==> config.mk <==
export PLATFORM = sky130hd
export DESIGN_NAME = light_monitor
export DESIGN_NICKNAME = d
export VERILOG_FILES = /design/src/rtl/light_monitor.sv
export SDC_FILE = /design/constraint.sdc
export NUM_CORES = 1
export LEC_CHECK = 0
export CELL_PAD_IN_SITES_DETAIL_PLACEMENT = 1
export CELL_PAD_IN_SITES_GLOBAL_PLACEMENT = 1
export CORE_MARGIN = 2
export CORE_UTILIZATION = 45
export CTS_BUF_LIST = sky130_fd_sc_hd__clkbuf_8
export DETAILED_ROUTE_END_ITERATION = 6
export GPL_TIMING_DRIVEN = 0
export PLACE_DENSITY = 0.89
export SLEW_MARGIN = 20
export SYNTH_ARGS = -nofsm -noshare
export SYNTH_HDL_FRONTEND = slang
export SYNTH_SLANG_ARGS = --single-unit
==> constraint.sdc <==
create_clock -name clk -period 6.7 [get_ports clk]
set_input_delay 1.005 -clock clk [delete_from_list [all_inputs] [get_ports clk]]
set_output_delay 1.005 -clock clk [all_outputs]
set_load 0.1 [all_outputs]
==> src/rtl/light_monitor.sv <==
// +--------------------------------------------------------------------------+
// | light_monitor                                                             |
// | Checks a traffic light's R-G-Y sequence and phase lengths and flags        |
// | faults. Define LIGHT_MON_ERRCNT_EN to build the saturating err_cnt.        |
// | Rev 1.0                                                                   |
// +--------------------------------------------------------------------------+
`default_nettype none

module light_monitor #(
  parameter int RED_T = 30,
  parameter int GRN_T = 25,
  parameter int YEL_T = 5
) (
  input  logic       clk,
  input  logic       rst,
  input  logic       r,
  input  logic       g,
  input  logic       y,
  output logic [1:0] phase,
  output logic       err_code,
  output logic       err_seq,
  output logic       err_dur,
  output logic       cycle_done,
  output logic [7:0] err_cnt
);

  typedef enum logic [1:0] {
    ST_UNSYNC = 2'b00,
    ST_RED    = 2'b01,
    ST_GRN    = 2'b10,
    ST_YEL    = 2'b11
  } state_t;

  localparam logic [7:0] C_RED_LEN = 8'(RED_T);
  localparam logic [7:0] C_GRN_LEN = 8'(GRN_T);
  localparam logic [7:0] C_YEL_LEN = 8'(YEL_T);

  function automatic logic [7:0] phase_len(input state_t s);
    case (s)
      ST_RED:  phase_len = C_RED_LEN;
      ST_GRN:  phase_len = C_GRN_LEN;
      ST_YEL:  phase_len = C_YEL_LEN;
      default: phase_len = 8'd0;
    endcase
  endfunction

  function automatic state_t successor(input state_t s);
    case (s)
      ST_RED:  successor = ST_GRN;
      ST_GRN:  successor = ST_YEL;
      ST_YEL:  successor = ST_RED;
      default: successor = ST_UNSYNC;
    endcase
  endfunction

  logic [2:0] code;
  logic       one_hot;
  state_t     code_st;

  state_t     state_q, state_d;
  logic [7:0] cnt_q, cnt_d;
  logic [2:0] last_q;
  logic       meas_q, meas_d;
  logic       clean_q, clean_d;
  logic       err_code_q, err_code_d;
  logic       err_seq_q, err_seq_d;
  logic       err_dur_q, err_dur_d;
  logic       done_q, done_d;
  logic       red_entry;

  assign code = {r, g, y};

  always_comb begin
    one_hot = 1'b1;
    code_st = ST_UNSYNC;
    case (code)
      3'b100:  code_st = ST_RED;
      3'b010:  code_st = ST_GRN;
      3'b001:  code_st = ST_YEL;
      default: one_hot = 1'b0;
    endcase
  end

  // meas_q marks a phase whose start was actually observed; phases entered
  // from UNSYNC began at an unknown time, so their length is never judged.
  always_comb begin
    state_d    = state_q;
    cnt_d      = cnt_q;
    meas_d     = meas_q;
    err_code_d = 1'b0;
    err_seq_d  = 1'b0;
    err_dur_d  = 1'b0;
    done_d     = 1'b0;
    red_entry  = 1'b0;
    if (!one_hot) begin
      err_code_d = 1'b1;
      state_d    = ST_UNSYNC;
      cnt_d      = 8'd0;
      meas_d     = 1'b0;
    end else if (state_q == ST_UNSYNC) begin
      if (code != last_q) begin
        state_d = code_st;
        cnt_d   = 8'd1;
        meas_d  = 1'b0;
      end
    end else if (code_st == state_q) begin
      cnt_d = (cnt_q == 8'hFF) ? cnt_q : cnt_q + 8'd1;
      if (meas_q && cnt_q == phase_len(state_q)) err_dur_d = 1'b1;
    end else begin
      if (code_st == successor(state_q)) begin
        if (meas_q && cnt_q < phase_len(state_q)) err_dur_d = 1'b1;
        if (state_q == ST_YEL && cnt_q == C_YEL_LEN && clean_q) done_d = 1'b1;
      end else begin
        err_seq_d = 1'b1;
      end
      red_entry = (code_st == ST_RED);
      state_d   = code_st;
      cnt_d     = 8'd1;
      meas_d    = 1'b1;
    end
  end

  // An error in the same cycle as a RED entry leaves the cycle unclean.
  always_comb begin
    clean_d = clean_q;
    if (err_code_d || err_seq_d || err_dur_d) clean_d = 1'b0;
    else if (red_entry)                       clean_d = 1'b1;
  end

  always_ff @(posedge clk or posedge rst) begin
    if (rst) begin
      state_q    <= ST_UNSYNC;
      cnt_q      <= 8'd0;
      last_q     <= 3'b000;
      meas_q     <= 1'b0;
      clean_q    <= 1'b0;
      err_code_q <= 1'b0;
      err_seq_q  <= 1'b0;
      err_dur_q  <= 1'b0;
      done_q     <= 1'b0;
    end else begin
      state_q    <= state_d;
      cnt_q      <= cnt_d;
      last_q     <= code;
      meas_q     <= meas_d;
      clean_q    <= clean_d;
      err_code_q <= err_code_d;
      err_seq_q  <= err_seq_d;
      err_dur_q  <= err_dur_d;
      done_q     <= done_d;
    end
  end

  assign phase      = state_q;
  assign err_code   = err_code_q;
  assign err_seq    = err_seq_q;
  assign err_dur    = err_dur_q;
  assign cycle_done = done_q;

`ifdef LIGHT_MON_ERRCNT_EN
  logic [7:0] err_cnt_q, err_cnt_d;

  always_comb begin
    err_cnt_d = err_cnt_q;
    if ((err_code_d || err_seq_d || err_dur_d) && err_cnt_q != 8'hFF)
      err_cnt_d = err_cnt_q + 8'd1;
  end

  always_ff @(posedge clk or posedge rst) begin
    if (rst) err_cnt_q <= 8'd0;
    else     err_cnt_q <= err_cnt_d;
  end

  assign err_cnt = err_cnt_q;
`else
  assign err_cnt = 8'd0;
`endif

endmodule

`default_nettype wire

After elaboration in Yosys (flattened, before gate mapping)
Index checks and enable logic that the tools add are counted.
Widths: inputs -> output; s select.

word-level totals
  logic and storage cells = 86
  bits of input ports = 5
  output and inout port bits = 14
  register bits after elaboration = 19

cells by class
  multiplexer cells = 48
  equal/unequal tests = 16
  add/subtract/negate cells = 1
  reduce and logical (&&, ||, !) cells = 11
  $lt $le $gt $ge = 1

operator list
  operator             number
  $mux 8               12
  $mux 1               26
  $pmux 5 s3           1
  $mux 2               7
  $pmux 2 s3           2
  $add 8x1->8 const B  1
  $eq 8x3->1 const B   1
  $eq 8x8->1           1
  $eq 8x8->1 const B   1
  $lt 8x8->1           1
  $eq 2x1->1 const B   2
  $eq 2x2->1           2
  $eq 2x2->1 const B   2
  $logic_and 1x1->1    4
  $ne 4x4->1 const B   1
  $reduce_and 2->1     2
  $eq 3x1->1 const B   1
  $eq 3x2->1 const B   1
  $eq 3x3->1 const B   1
  $ne 3x2->1 const B   1
  $ne 3x3->1           1
  $ne 3x3->1 const B   1
  $reduce_or 3->1      1
  $logic_not 2->1      1
  other kinds (2)      3

Longest topological paths before layout
  depth in word-level cells = 20
  gate-level depth with buffers = 9
  mapped depth without buffers = 9

Worst setup path before layout
No wires, ideal clock.

  kind = register to register
  start = register state_q[1], in the netlist phase[1]
  end = register clean_q
  data required time = 6.599 ns
  setup time = 0.101 ns
  path buffers = 0
  period minus slack after synthesis = 2.945 ns
  arrival = 2.844 ns
  stages on the path, launching flop included = 10
  setup slack = 3.755 ns
  cell sequence = dfrtp_1 > inv_1 > ha_1 > inv_1 > ha_1 > nand3_1 > o221ai_1 > a311oi_1 > a32o_1 > nor4_1

on the way
  cells in the longest elaborated chain, start to end = 15
  elaborated cells between the ends (all ways) = 39
  classes of those cells = 1 x order compare; 6 x eq/ne; 26 x mux; 6 x reduce/logical

RTL lines
  element                                             RTL line  RTL
  start: declaration                                  60        state_t state_q, state_d;
  start signal: assignment                            142       state_q <= state_d;
  $eq 2x2->1 / $eq 2x1->1 (equally long branches)     39, 48
  $pmux 5 s3                                          39        case (s)
  $mux 8                                              110       if (code_st == successor(state_q)) begin
  $mux 8                                              106       end else if (code_st == state_q) begin
  $mux 8                                              100       end else if (state_q == ST_UNSYNC) begin
  $mux 8                                              95        if (!one_hot) begin
  $lt 8x8->1                                          111       if (meas_q && cnt_q < phase_len(state_q)) err_dur_d = 1'b1;
  $logic_and 1x1->1                                   111
  $mux 1                                              111
  $mux 1                                              110
  $mux 1                                              106
  $mux 1 (*)                                          100
  $mux 1 (*)                                          95
  named net err_dur_d                                 67        logic err_dur_q, err_dur_d;
  $logic_or 1x1->1 (*)                                126       if (err_code_d || err_seq_d || err_dur_d) clean_d = 1'b0;
  $mux 1 / $reduce_bool 2->1 (equally long branches)  -
  end signal: assignment                              146       clean_q <= clean_d;
  end: declaration                                    64        logic clean_q, clean_d;

Mark *: on every way through the listed nets, which the timed path passes. The rest lies on a longest branch. The select of a mux whose other input is x is not followed.
A chain may end at the register's enable or synchronous reset.

Final worst setup path
  start = register state_q[1], in the netlist phase[1]
  end = output port phase[1]

RTL lines
  element           RTL line  RTL
  end: declaration  19        output logic [1:0] phase,

No word-level cell between the ends.

==> run_results.csv <==
group,metric,value,unit
sta,skew,0.00436,ns
clocking,path_clk_slew,0.08,ns
placed_design,dpl.hpwl,3010,µm
route,wl,4020,µm
clocking,insertion_delay,0.27,ns
global_routing,antenna_found_initial,0,
setup_path,end_kind,"primary output",
cells_and_area,final_cell_mix,"dfrtp_1, inv_1, ha_1",
cells_and_area,final_common_cell,"dfrtp_1",
placed_design,gp_congestion,0.870,
logic_synthesis,synth.distinct_cells,49,
sta,tns,0,ns
logic_synthesis,synth_edf_count,0,
sta,finalSetupViolations,0,
logic_synthesis,synth_top_flop_cell,"dfrtp_1",
logic_synthesis,ys_seq_elements,19,
placed_design,dp_slack,3.39,ns
pwr,peakVddDrop,126,µV
sta,tightest_slew,0.967,ns
global_routing,overflow,0,
placed_design,post_dp_cell_area,1630,µm²
hold_path,min_path_type,"register to register",
pwr,cellPowerDensity,194,nW/µm²
setup_path,crit_family,"buffers and inverters",
route,vias,1353,
status,status,"finished clean",
route,antenna_left,0,
sta,period_needed,3.06,ns
route,drc_errors,0,
clocking,cts_tree,"built",
floorplan,die_height,60.8,µm
route,dr.pass1.iters,4,
setup_path,crit_chain,"clkdlybuf4s50_1",
clocking,cts_sinks,19,
global_routing,grt_pass1_vias,1438,
setup_path,crit_type,"register to primary output",
floorplan,ios,19,
pwr,leakage,0.738,nW
setup_path,max_stage_delay,1.21,ns
clocking,cts_max_path_buffers,2,
setup_path,arrival,2.06,ns
floorplan,core_area,3050,µm²
clocking,clk_root_buffer_cell,"clkbuf_8",
logic_synthesis,syn_area_per_cell,8.59,µm²
route,routedWlPerCell,17.2,µm
cells_and_area,fin_area,1680,µm²
sta,slew_viol_final,0,
cells_and_area,fillCellCount,380,
setup_path,crit_slowest_cell,"clkdlybuf4s50_1",
clocking,postCtsHoldBufs,0,
clocking,h-tree-depth,1,
setup_path,required,5.69,ns
sta,setup_ws,3.64,ns
cells_and_area,layout-drive-gt1-share,8.42,%
floorplan,die_width,60.8,µm
logic_synthesis,ys_warn_count,0,
clocking,cts_buffers,3,
cells_and_area,area_growth,15.7,%
global_routing,grt_pass1_wl,6540,µm
sta,slew_headroom,35.3,%
logic_synthesis,netlist_instances,169,
logic_synthesis,async_flop_share,100,%
sta,rsz0062_at_grt,"false",
logic_synthesis,syn_area,1450,µm²
sta,finalCritPeriodShare,45.7,%
pwr,power,0.326,mW
setup_path,crit_buf_inv,1,
global_routing,grt_usage,24.2,%
route,drt_iter0_markers,97,
logic_synthesis,ys_seq_area_share,32.8,%
clocking,cts_repair_resize_count,0,
sta,hold_violations,0,
floorplan,start_util,47.5,%
setup_path,startpoint_type,"register",
clocking,post-cts-setup-buffer-count,0,
sta,clock.fmax,326,MHz
floorplan,fp.dieArea,3700,µm²
route,via_per_inst,5.78,
global_routing,grt_max_degree,20,
placed_design,io_buffer_count,10,
setup_path,crit_fanout,11,
floorplan,fp-row-count,20,
cells_and_area,diodes,0,
job,drv_cap,0,
cells_and_area,fin_util,55.0,%
cells_and_area,finalNetCount,208,
==> per-stage QoR <==
step,hold slack (ns),instances
after floorplan,0.513,176
after global placement,0.561,230
after detailed placement,0.575,230
after CTS,0.563,234
after global routing,0.589,234
final,0.563,234
==> sequential cells by signal, indices dropped and copies added (netlist names) <==
signal / count
clean_q: 1
err_seq: 1
last_q: 3
phase: 2
meas_q: 1
cnt_q: 8
cycle_done: 1
err_dur: 1
err_code: 1
==> kinds of logic (layout without fill, tap and decap cells) <==
logic type / after synthesis / after routing / share of synthesized area [%]
other: 1 / 8 / 0.258
adder cells (fa/ha/maj): 13 / 13 / 11.0
AO/OA/AOI/OAI: 42 / 42 / 19.1
AND/OR/NAND/NOR: 58 / 58 / 21.9
buffers and inverters: 28 / 42 / 10.0
flip-flops: 19 / 19 / 32.8
multiplexers: 2 / 2 / 1.38
XOR/XNOR: 6 / 6 / 3.62
==> where the power goes <==
| group | switching [mW] | internal (mW) | total, mW |
|---|---|---|---|
| Clock | 0.0429 | 0.0416 | 0.0845 |
| Sequential | 0.00639 | 0.120 | 0.126 |
| Combinational | 0.0827 | 0.0329 | 0.116 |
| Total | 0.132 | 0.194 | 0.326 |
==> worst reg2reg max path, stage by stage, from the launching register on <==
cell	delay [ns]
dfrtp_1	0.57
inv_1	0.19
ha_1	0.40
inv_1	0.10
ha_1	0.31
nand3_1	0.13
o221ai_1	0.21
a311oi_1	0.14
a32o_1	0.30
nor4_1	0.27
==> final timing paths <==
| kind | startpoint | end | slack, ns | depth (start not counted) |
|---|---|---|---|---|
| worst min-delay path | clean_q$_DFFE_PP0P_ | cycle_done$_DFF_PP0_ | 0.56 | 2 |
| worst max-delay path | phase[1]$_DFFE_PP0P_ | phase[1] | 3.64 | 1 |
| min in group asynchronous | rst | last_q[0]$_DFF_PP0_ | 1.18 | 2 |
| worst max register to register | phase[1]$_DFFE_PP0P_ | clean_q$_DFFE_PP0P_ | 3.97 | 9 |
| worst min register to register | clean_q$_DFFE_PP0P_ | cycle_done$_DFF_PP0_ | 0.56 | 2 |
| max in group asynchronous | rst | cnt_q[6]$_DFFE_PP0P_ | 5.03 | 2 |
==> cells in the mapped netlist (2+ instances only) <==
library cell / number / area (µm²)
nor2b_1: 2 / 12.5
or3b_1: 2 / 17.5
nand2_1: 9 / 33.8
and3_1: 2 / 12.5
a211o_1: 2 / 17.5
nor4b_1: 2 / 17.5
buf_4: 8 / 60.1
nor2_1: 11 / 41.3
o211ai_1: 2 / 15.0
xnor2_1: 3 / 26.3
clkbuf_1: 3 / 11.3
nor4_1: 2 / 12.5
xor2_1: 3 / 26.3
or4_1: 3 / 22.5
nor3_1: 6 / 30.0
inv_1: 14 / 52.6
dfrtp_1: 19 / 475
o31ai_1: 2 / 15.0
ha_1: 12 / 150
buf_2: 2 / 10.0
o21ai_0: 11 / 55.1
mux2i_1: 2 / 20.0
nand3_1: 9 / 45.0
nand2b_1: 3 / 18.8
a21oi_1: 11 / 55.1
==> layer usage <==
layer	track usage [%]	up-vias	wire [µm]
met5	0	-	0
li1	-	636	-
met4	10.9	0	147
met2	43.0	31	2130
met3	4.05	13	135
met1	28.4	673	1610
==> layout make-up <==
cell class              instances  area, µm²  share of cell area (%)
clock inverters                 1       5.00                   0.298
inverters                      14       52.6                    3.13
clock buffers                   3       41.3                    2.46
plain buffers                  14       92.6                    5.51
multi-input cells             129        857                    51.0
repair buffers                 10        100                    5.96
flip-flops and latches         19        475                    28.3
well taps                      44       55.1                    3.28
Note: power is estimated with default switching activity, not from simulation.
